**config.mk**
```make
export PLATFORM = sky130hd
export DESIGN_NAME = mult_div_unit
export DESIGN_NICKNAME = d
export VERILOG_FILES = /design/src/rtl/mult_div_unit.sv
export SDC_FILE = /design/constraint.sdc
export NUM_CORES = 1
export LEC_CHECK = 0
export CORE_ASPECT_RATIO = 0.8
export CORE_UTILIZATION = 62
export CTS_CLUSTER_DIAMETER = 60
export CTS_CLUSTER_SIZE = 10
export DETAILED_ROUTE_END_ITERATION = 10
export PLACE_DENSITY_LB_ADDON = 0.25
export SYNTH_ARGS = -nofsm -noshare
export SYNTH_HDL_FRONTEND = slang
export SYNTH_SLANG_ARGS = --single-unit
```
**constraint.sdc**
```tcl
create_clock -name clk -period 9.9 [get_ports clk]
set_input_delay 1.485 -clock clk [delete_from_list [all_inputs] [get_ports clk]]
set_output_delay 1.485 -clock clk [all_outputs]
set_load 0.1 [all_outputs]
```
**src/rtl/mult_div_unit.sv**
```systemverilog
// Iterative 32x32 multiply / divide with architectural HI/LO; one bit per cycle over 32 steps.
// Latency: 34 cycles from start to result; mthi/mtlo land in 1 cycle. Start and mthi/mtlo are ignored while busy.
module mult_div_unit (
    input  logic        clk,
    input  logic        rst_n,
    input  logic        start,
    input  logic [1:0]  op,
    input  logic [31:0] a,
    input  logic [31:0] b,
    input  logic        mthi,
    input  logic        mtlo,
    input  logic [31:0] wdata,
    output logic        busy,
    output logic        done,
    output logic [31:0] hi,
    output logic [31:0] lo
);
    typedef enum logic [1:0] {IDLE, RUN, FIX} state_t;

    state_t      state;
    logic [4:0]  cnt;
    logic        is_div;
    logic        neg_res;
    logic        neg_rem;
    logic [31:0] opnd;     // multiplicand magnitude for mult, divisor magnitude for div
    logic [31:0] acc_hi;   // product high half / partial remainder
    logic [31:0] acc_lo;   // multiplier bits / quotient bits

    logic        is_signed;
    logic        b_zero;
    logic [31:0] a_abs;
    logic [31:0] b_abs;
    logic [32:0] add_sum;
    logic [32:0] rem_sh;
    logic [32:0] trial;
    logic        div_ge;
    logic [63:0] product;

    always_comb begin
        is_signed = ~op[0];
        b_zero    = (b == 32'd0);
        a_abs     = (is_signed && a[31]) ? (32'd0 - a) : a;
        b_abs     = (is_signed && b[31]) ? (32'd0 - b) : b;

        add_sum = acc_lo[0] ? ({1'b0, acc_hi} + {1'b0, opnd}) : {1'b0, acc_hi};

        // Remainder stays below the divisor, so a 33-bit trial's MSB is its sign.
        rem_sh = {acc_hi, acc_lo[31]};
        trial  = rem_sh - {1'b0, opnd};
        div_ge = ~trial[32];

        product = {acc_hi, acc_lo};
    end

    always_ff @(posedge clk) begin
        if (!rst_n) begin
            state   <= IDLE;
            cnt     <= 5'd0;
            is_div  <= 1'b0;
            neg_res <= 1'b0;
            neg_rem <= 1'b0;
            opnd    <= 32'd0;
            acc_hi  <= 32'd0;
            acc_lo  <= 32'd0;
            busy    <= 1'b0;
            done    <= 1'b0;
            hi      <= 32'd0;
            lo      <= 32'd0;
        end else begin
            done <= 1'b0;
            case (state)
                IDLE: begin
                    if (start) begin
                        state  <= RUN;
                        busy   <= 1'b1;
                        cnt    <= 5'd0;
                        is_div <= op[1];
                        acc_hi <= 32'd0;
                        if (op[1]) begin
                            // Divide by zero keeps the raw dividend so it falls out as HI.
                            opnd    <= b_abs;
                            acc_lo  <= b_zero ? a : a_abs;
                            neg_res <= is_signed & ~b_zero & (a[31] ^ b[31]);
                            neg_rem <= is_signed & ~b_zero & a[31];
                        end else begin
                            opnd    <= a_abs;
                            acc_lo  <= b_abs;
                            neg_res <= is_signed & (a[31] ^ b[31]);
                            neg_rem <= 1'b0;
                        end
                    end else begin
                        if (mthi)
                            hi <= wdata;
                        if (mtlo)
                            lo <= wdata;
                    end
                end
                RUN: begin
                    if (is_div) begin
                        acc_hi <= div_ge ? trial[31:0] : rem_sh[31:0];
                        acc_lo <= {acc_lo[30:0], div_ge};
                    end else begin
                        acc_hi <= add_sum[32:1];
                        acc_lo <= {add_sum[0], acc_lo[31:1]};
                    end
                    cnt <= cnt + 5'd1;
                    if (cnt == 5'd31)
                        state <= FIX;
                end
                FIX: begin
                    if (is_div) begin
                        lo <= neg_res ? (32'd0 - acc_lo) : acc_lo;
                        hi <= neg_rem ? (32'd0 - acc_hi) : acc_hi;
                    end else begin
                        {hi, lo} <= neg_res ? (64'd0 - product) : product;
                    end
                    done  <= 1'b1;
                    busy  <= 1'b0;
                    state <= IDLE;
                end
                default: begin
                    state <= IDLE;
                    busy  <= 1'b0;
                end
            endcase
        end
    end
endmodule

```
==> flow_results.xml, run 1 <==
<?xml version="1.0" encoding="UTF-8"?>
<metrics>
  <group name="yosys">
    <metric name="synth.ff_latch_count" unit="">172</metric>
    <metric name="yosys.area.top_type" unit="">sky130_fd_sc_hd__dfxtp_1</metric>
    <metric name="number_of_enable_flip_flop_cells_after_synthesis" unit="">0</metric>
    <metric name="ys_dominant_reg_cell" unit="">sky130_fd_sc_hd__dfxtp_1</metric>
    <metric name="netlist_instances" unit="">2005</metric>
    <metric name="ys_warn_count" unit="">0</metric>
    <metric name="synth_top_cell_area_share" unit="%">22.91</metric>
    <metric name="proportion_of_synthesized_chip_area_in_sequential_cells" unit="%">22.91</metric>
    <metric name="syn-num-nets" unit="">2180</metric>
    <metric name="syn_avg_cell_area" unit="um^2">7.495</metric>
    <metric name="netlist_area" unit="um^2">15030</metric>
    <metric name="yosys-top-cells-area" unit="">sky130_fd_sc_hd__dfxtp_1 (23%), sky130_fd_sc_hd__xnor2_1 (7.1%), sky130_fd_sc_hd__a21oi_1 (6.0%)</metric>
    <metric name="netlist-cell-type-count" unit="">72</metric>
    <metric name="ys_async_sr_fraction" unit="%">0</metric>
  </group>
  <group name="route">
    <metric name="remaining_drc_errors" unit="">0</metric>
    <metric name="via_count" unit="">16420</metric>
    <metric name="ant_nets" unit="">0</metric>
    <metric name="viasPerCell" unit="">6.853</metric>
    <metric name="drt_first_iter_violations" unit="">2031</metric>
    <metric name="wire_per_inst" unit="um">22.47</metric>
    <metric name="drt-total-wl" unit="um">53830</metric>
    <metric name="dr.pass1.iters" unit="">6</metric>
  </group>
  <group name="timing">
    <metric name="relSlewSlack" unit="%">18.28</metric>
    <metric name="finalSetupTns" unit="ns">0</metric>
    <metric name="final.setup.worst_slack" unit="ns">4.725</metric>
    <metric name="finClkSkew" unit="ns">0.01467</metric>
    <metric name="finalMaxSlewViolations" unit="">0</metric>
    <metric name="setup_violations" unit="">0</metric>
    <metric name="tightestPinTransition" unit="ns">1.220</metric>
    <metric name="layout_min_cycle_time" unit="ns">5.175</metric>
    <metric name="fin_crit_sh" unit="%">52.27</metric>
    <metric name="max_freq" unit="MHz">193.2</metric>
    <metric name="grt_setup_unrepaired" unit="">false</metric>
    <metric name="hold_viol_final" unit="">0</metric>
  </group>
  <group name="critical_path">
    <metric name="crit_path_max_fanout" unit="">18</metric>
    <metric name="cell_family_with_most_cp_delay" unit="">simple AND/OR/NAND/NOR gates</metric>
    <metric name="worstPathCellList" unit="">clkdlybuf4s50_1 &gt; or4_1 &gt; or3_1 &gt; nor3_2 &gt; nand3_1 &gt; nand2_1 &gt; nor2_1 &gt; xnor2_1 &gt; a211oi_1 &gt; o221a_2</metric>
    <metric name="r2r_start" unit="">acc_lo[31]</metric>
    <metric name="critPathMaxStageDelay" unit="ns">0.73</metric>
    <metric name="path_depth" unit="">10</metric>
    <metric name="crit_path_to" unit="">acc_lo[26]</metric>
    <metric name="reg2regPathDepth" unit="">12</metric>
    <metric name="r2r_end" unit="">acc_hi[24]</metric>
    <metric name="worst_setup_path_start" unit="">b[8]</metric>
    <metric name="critPathArrivalTime" unit="ns">5.58</metric>
    <metric name="timing.critical_path.from_type" unit="">primary input</metric>
    <metric name="worst-setup-path-type" unit="">in -&gt; reg</metric>
    <metric name="crit_slowest_cell" unit="">sky130_fd_sc_hd__nand3_1</metric>
    <metric name="timing.reg2reg.setup_slack" unit="ns">5.69</metric>
    <metric name="crit_path_end_kind" unit="">flop</metric>
    <metric name="critical_path_buf_inv_count" unit="">1</metric>
    <metric name="required" unit="ns">10.31</metric>
  </group>
  <group name="cells_and_area">
    <metric name="syn2layout_area_growth" unit="%">15.46</metric>
    <metric name="fillCellCount" unit="">1865</metric>
    <metric name="layout.core_utilization" unit="%">73.57</metric>
    <metric name="drive_gt1_share" unit="%">5.902</metric>
    <metric name="antenna-diode-count" unit="">0</metric>
    <metric name="final-seq-area" unit="um^2">3445</metric>
    <metric name="multi_input_area" unit="um^2">10820</metric>
    <metric name="num-nets-final" unit="">2246</metric>
  </group>
  <group name="die">
    <metric name="core_area" unit="um^2">23590</metric>
    <metric name="horizontal_die_dimension" unit="um">176.1</metric>
    <metric name="die_area" unit="um^2">24870</metric>
    <metric name="boundaryPins" unit="">169</metric>
    <metric name="initial_core_util" unit="%">63.71</metric>
    <metric name="die-height" unit="um">141.2</metric>
    <metric name="row_count" unit="">50</metric>
  </group>
  <group name="grt">
    <metric name="first_global_vias" unit="">14795</metric>
    <metric name="pin_count_of_the_biggest_net_entering_global_routing" unit="">85</metric>
    <metric name="antenna_violations_before_repair" unit="">0</metric>
    <metric name="aggregate_global_route_resource_usage" unit="%">42.47</metric>
    <metric name="grt_util_met3" unit="%">10.19</metric>
    <metric name="first_pass_grt_wire_length" unit="um">82120</metric>
    <metric name="grt_use_met1" unit="%">55.12</metric>
    <metric name="most_utilized_layer_in_the_global_route_result" unit="">met2</metric>
    <metric name="overflow" unit="">0</metric>
    <metric name="fraction_of_met2_tracks_used_by_global_routing" unit="%">66.49</metric>
  </group>
  <group name="power_and_ir_drop">
    <metric name="powerDensity" unit="nW/um^2">142.0</metric>
    <metric name="p_leak" unit="nW">6.633</metric>
    <metric name="ir_drop" unit="mV">0.1135</metric>
  </group>
  <group name="place">
    <metric name="hpwlAfterDp" unit="um">39470</metric>
    <metric name="routabilityCongestion" unit="">0.9875</metric>
    <metric name="dpl_worst_slack" unit="ns">4.428</metric>
    <metric name="placement.io_buffers" unit="">168</metric>
  </group>
  <group name="clock_tree">
    <metric name="cts_max_level" unit="">4</metric>
    <metric name="clk_pin_slew_worst_paths" unit="ns">0.08</metric>
    <metric name="holdBufCountCts" unit="">0</metric>
    <metric name="cts_tree" unit="">built</metric>
    <metric name="clk_root_buffer_cell" unit="">sky130_fd_sc_hd__clkbuf_16</metric>
    <metric name="skew_pair_late_insertion_delay" unit="ns">0.46</metric>
    <metric name="clock-sinks" unit="">172</metric>
    <metric name="cts_repair_resize_count" unit="">0</metric>
    <metric name="cts_max_path_buffers" unit="">2</metric>
    <metric name="cts_inserted_buffers" unit="">17</metric>
    <metric name="postCtsSetupBuffers" unit="">0</metric>
  </group>
  <group name="min_path">
    <metric name="holdCritPathClass" unit="">reg -&gt; reg</metric>
  </group>
  <group name="run">
    <metric name="cap_viol_max_count" unit="">0</metric>
  </group>
  <group name="status">
    <metric name="run_status" unit="">finished clean</metric>
  </group>
</metrics>
==> how the worst min path moves through the flow <==
stage	start	to	slack (ns)	cells after the start
3_3_place_gp	cnt[3]	cnt[3]	0.43	1
5_1_grt	cnt[3]	cnt[3]	0.49	1
4_1_cts	cnt[3]	cnt[3]	0.46	1
6_report	cnt[3]	cnt[3]	0.47	1
2_1_floorplan	cnt[3]	cnt[3]	0.41	1
3_5_place_dp	cnt[3]	cnt[3]	0.45	1
==> cell usage in the layout, fill, tap and decap left out, drive strengths merged, types with 33 or more instances in the layout <==
master and n:
o21ai 129, nor3 48, xnor2 122, o211ai 50, inv 71, a211oi 73
nor2 188, nand3 33, a21oi 180, mux2i 63, dfxtp 172, ha 70
clkdlybuf4s50 166, xor2 77, mux2 36, nand2 179
==> per-stage QoR <==
stage,hold WS [ns],instance area [um^2],power (mW),instances
CTS,0.4630,17350,2.427,2396
global route,0.4949,17350,2.549,2396
finish,0.4692,17350,2.464,2396
global placement,0.4327,16730,1.702,2364
floorplan,0.4149,15030,1.454,2005
detailed placement,0.4497,16730,1.722,2364
==> flip-flops by register name, summed over array words and instances (netlist names), 2 cells and up <==
name / cells
opnd: 32
acc_hi: 32
lo: 32
cnt: 5
hi: 32
acc_lo: 32
state: 2
==> synth_stat cells (all sizes together), types with 9 or more instances <==
master / instances
mux2: 36
o41ai: 9
o211ai: 50
nand2b: 16
buf: 23
and3: 12
mux2i: 63
nor2: 188
o21a: 15
a32o: 11
a21oi: 180
nand3: 33
nor3: 48
ha: 70
nor4: 14
clkbuf: 120
xor2: 77
o21ai: 129
a21o: 25
nand4: 15
a211oi: 73
nand2: 179
a22o: 10
a31oi: 30
nor2b: 30
o31ai: 26
xnor2: 122
or4: 12
inv: 62
o221ai: 25
dfxtp: 172
a221oi: 24
or3: 19
and2: 12
==> metal layers <==
metal / up-vias / routed length [um]
met3: 201 / 6274
li1: 7458 / -
met5: - / 0
met2: 1148 / 23680
met4: 0 / 2521
met1: 7613 / 21360
==> worst reg2reg max path: stages (launching register included) <==
cell	delay [ns]
sky130_fd_sc_hd__dfxtp_1	0.53
sky130_fd_sc_hd__inv_1	0.09
sky130_fd_sc_hd__ha_1	0.23
sky130_fd_sc_hd__fa_1	0.38
sky130_fd_sc_hd__nand2b_1	0.19
sky130_fd_sc_hd__a21oi_1	0.44
sky130_fd_sc_hd__o211ai_1	0.23
sky130_fd_sc_hd__a21oi_1	0.50
sky130_fd_sc_hd__a31oi_1	0.36
sky130_fd_sc_hd__xor2_2	0.19
sky130_fd_sc_hd__buf_4	0.43
sky130_fd_sc_hd__o211ai_1	0.21
sky130_fd_sc_hd__a32o_1	0.33
==> layout make-up <==
cell class	instances	share of cell area, %
clock buffer	17	2.452
multi-input combinational	1627	62.38
sequential	172	19.85
timing repair buffer	190	10.59
inverter	63	1.363
tap	312	2.250
clock inverter	15	1.118
==> where the power goes <==
part           internal [mW]  switching, mW
Clock                  0.368          0.353
Combinational          0.341          0.579
Sequential             0.737         0.0865
Total                   1.45           1.02
==> cell families after synthesis <==
kind of cell	count (synthesis)	share of synthesized area [%]
AO/OA/AOI/OAI	658	28.74
AND/OR/NAND/NOR	599	18.53
buffers and inverters	206	5.221
XOR/XNOR	199	11.60
flip-flops	172	22.91
multiplexers	99	6.894
adder cells (fa/ha/maj)	72	6.095
(Power assumes the default switching activity.)
==> run 2, diff against run 1 <==
CORE_UTILIZATION = 53   (was 62)
clock period = 4.7 ns   (was 9.9 ns; I/O delays follow)
==> run 2 against run 1 <==
  * Power increased by 110%
  * Die area is 17% higher
  * Cell area is 1.8% higher
  * Register-to-register slack lost 4.9 ns
  * Critical path depth increased by 4
  * Flip-flop and latch count unchanged
  * Critical path type is now reg -> reg
  * Core utilization shrank 9.5 points
==> flow_results.xml, run 2 (synthesized netlist as in run 1, its figures left out) <==
<?xml version="1.0" encoding="UTF-8"?>
<metrics>
  <group name="status">
    <metric name="run_status" unit="">finished clean</metric>
  </group>
  <group name="die">
    <metric name="die-height" unit="um">152.6</metric>
    <metric name="core_area" unit="um^2">27570</metric>
    <metric name="boundaryPins" unit="">169</metric>
    <metric name="row_count" unit="">54</metric>
    <metric name="horizontal_die_dimension" unit="um">190.3</metric>
    <metric name="initial_core_util" unit="%">54.51</metric>
    <metric name="die_area" unit="um^2">29030</metric>
  </group>
  <group name="timing">
    <metric name="tightestPinTransition" unit="ns">1.195</metric>
    <metric name="final.setup.worst_slack" unit="ns">0.7745</metric>
    <metric name="hold_viol_final" unit="">0</metric>
    <metric name="finalMaxSlewViolations" unit="">0</metric>
    <metric name="max_freq" unit="MHz">254.7</metric>
    <metric name="fin_crit_sh" unit="%">83.52</metric>
    <metric name="grt_setup_unrepaired" unit="">false</metric>
    <metric name="finalSetupTns" unit="ns">0</metric>
    <metric name="relSlewSlack" unit="%">19.98</metric>
    <metric name="hold_slack" unit="ns">0.4580</metric>
    <metric name="setup_violations" unit="">0</metric>
    <metric name="finClkSkew" unit="ns">0.01319</metric>
    <metric name="layout_min_cycle_time" unit="ns">3.926</metric>
  </group>
  <group name="cells_and_area">
    <metric name="syn2layout_area_growth" unit="%">17.54</metric>
    <metric name="layout.core_utilization" unit="%">64.07</metric>
    <metric name="layout_commonest_cell" unit="">sky130_fd_sc_hd__nor2_1</metric>
    <metric name="drive_gt1_share" unit="%">7.180</metric>
    <metric name="fillCellCount" unit="">2463</metric>
    <metric name="mostFrequentLayoutCells" unit="">sky130_fd_sc_hd__nor2_1 (187), sky130_fd_sc_hd__nand2_1 (179), sky130_fd_sc_hd__a21oi_1 (179)</metric>
    <metric name="num-nets-final" unit="">2279</metric>
  </group>
  <group name="grt">
    <metric name="first_global_vias" unit="">14871</metric>
    <metric name="pin_count_of_the_biggest_net_entering_global_routing" unit="">82</metric>
    <metric name="aggregate_global_route_resource_usage" unit="%">37.47</metric>
    <metric name="antenna_violations_before_repair" unit="">1</metric>
    <metric name="overflow" unit="">0</metric>
    <metric name="first_pass_grt_wire_length" unit="um">84480</metric>
  </group>
  <group name="critical_path">
    <metric name="timing.critical_path.from_type" unit="">flop</metric>
    <metric name="r2r_start" unit="">acc_lo[31]</metric>
    <metric name="critPathArrivalTime" unit="ns">4.26</metric>
    <metric name="critPathMaxStageDelay" unit="ns">0.44</metric>
    <metric name="worst_setup_path_start" unit="">acc_lo[31]</metric>
    <metric name="timing.reg2reg.setup_slack" unit="ns">0.77</metric>
    <metric name="crit_path_end_kind" unit="">flop</metric>
    <metric name="critical_path_buf_inv_count" unit="">4</metric>
    <metric name="path_depth" unit="">14</metric>
    <metric name="required" unit="ns">5.03</metric>
    <metric name="worstPathCellList" unit="">inv_1 &gt; ha_1 &gt; fa_1 &gt; nand2b_1 &gt; a21oi_1 &gt; buf_4 &gt; o211ai_1 &gt; a21oi_1 &gt; a31oi_1 &gt; xor2_4 &gt; buf_4 &gt; buf_4 &gt; o211ai_1 &gt; a22o_1</metric>
    <metric name="r2r_end" unit="">acc_hi[19]</metric>
    <metric name="worst_path_most_repeated_cell" unit="">sky130_fd_sc_hd__buf_4</metric>
    <metric name="worst-setup-path-type" unit="">reg -&gt; reg</metric>
    <metric name="crit_path_to" unit="">acc_hi[19]</metric>
    <metric name="cell_family_with_most_cp_delay" unit="">compound AO/OA/AOI/OAI gates</metric>
    <metric name="crit_path_max_fanout" unit="">44</metric>
    <metric name="crit_slowest_cell" unit="">sky130_fd_sc_hd__dfxtp_1</metric>
    <metric name="reg2regPathDepth" unit="">14</metric>
  </group>
  <group name="clock_tree">
    <metric name="clk_pin_slew_worst_paths" unit="ns">0.07</metric>
    <metric name="skew_pair_late_insertion_delay" unit="ns">0.45</metric>
    <metric name="postCtsSetupBuffers" unit="">0</metric>
    <metric name="clk_root_buffer_cell" unit="">sky130_fd_sc_hd__clkbuf_16</metric>
    <metric name="cts_tree" unit="">built</metric>
    <metric name="holdBufCountCts" unit="">0</metric>
    <metric name="clock-sinks" unit="">172</metric>
    <metric name="cts_max_level" unit="">4</metric>
    <metric name="cts_inserted_buffers" unit="">17</metric>
    <metric name="cts_max_path_buffers" unit="">2</metric>
    <metric name="cts_repair_resize_count" unit="">0</metric>
  </group>
  <group name="power_and_ir_drop">
    <metric name="powerDensity" unit="nW/um^2">294.2</metric>
    <metric name="ir_drop" unit="mV">0.2476</metric>
    <metric name="p_leak" unit="nW">6.802</metric>
  </group>
  <group name="place">
    <metric name="hpwlAfterDp" unit="um">42230</metric>
    <metric name="dpl_worst_slack" unit="ns">0.8444</metric>
    <metric name="placement.io_buffers" unit="">168</metric>
    <metric name="routabilityCongestion" unit="">1.021</metric>
  </group>
  <group name="run">
    <metric name="cap_viol_max_count" unit="">0</metric>
  </group>
  <group name="route">
    <metric name="ant_nets" unit="">0</metric>
    <metric name="drt-total-wl" unit="um">55470</metric>
    <metric name="remaining_drc_errors" unit="">0</metric>
    <metric name="drt_first_iter_violations" unit="">1659</metric>
    <metric name="via_count" unit="">16113</metric>
    <metric name="wire_per_inst" unit="um">22.35</metric>
    <metric name="viasPerCell" unit="">6.492</metric>
    <metric name="dr.pass1.iters" unit="">6</metric>
  </group>
  <group name="min_path">
    <metric name="holdCritPathClass" unit="">reg -&gt; reg</metric>
  </group>
</metrics>
==> run 2: report_power, final <==
| group | internal (mW) | leakage [nW] | total (mW) | switching (mW) |
|---|---|---|---|---|
| clock | 0.809 | 0.296 | 1.49 | 0.683 |
| combinational | 0.743 | 5.10 | 2.00 | 1.26 |
| sequential | 1.55 | 1.41 | 1.70 | 0.149 |
| total | 3.11 | 6.80 | 5.20 | 2.09 |
==> run 2: how the worst min path moves through the flow <==
stage,startpoint,to,slack (ns),cells past startpoint
2_1_floorplan,cnt[3],cnt[3],0.41,1
3_3_place_gp,cnt[3],cnt[3],0.43,1
3_5_place_dp,cnt[3],cnt[3],0.44,1
4_1_cts,cnt[3],cnt[3],0.45,1
5_1_grt,cnt[3],cnt[3],0.48,1
6_report,cnt[3],cnt[3],0.46,1
==> run 2: area by class of cell <==
cell class              instances  area, um^2  share of cell area (%)
multi-input cells            1627       10830                   61.31
flip-flops and latches        172        3445                   19.50
repair buffers                223        2085                   11.80
well taps                     364       455.4                   2.579
clock buffers                  19       432.9                   2.451
inverters                      63       236.5                   1.339
clock inverters                13       176.4                  0.9989
diodes                          1       2.502                 0.01417
==> run 2: stage by stage <==
step                      cells  power [mW]  cell area (um^2)
after floorplan            2005       3.062             15030
after global placement     2449       3.649             17050
after detailed placement   2449       3.678             17050
after CTS                  2481       5.157             17660
after global routing       2481       5.431             17660
final                      2482       5.197             17660
==> run 2: layer usage <==
| metal | wire [um] | GRT usage [%] | share of wire, % | vias to the layer above |
|---|---|---|---|---|
| met5 | 11 | 0 | 0.020 | - |
| met4 | 1841 | 12.15 | 3.3 | 2 |
| met3 | 6178 | 10.23 | 11 | 134 |
| met2 | 24790 | 60.38 | 45 | 839 |
| met1 | 22650 | 48.20 | 41 | 7598 |
| li1 | - | - | - | 7540 |
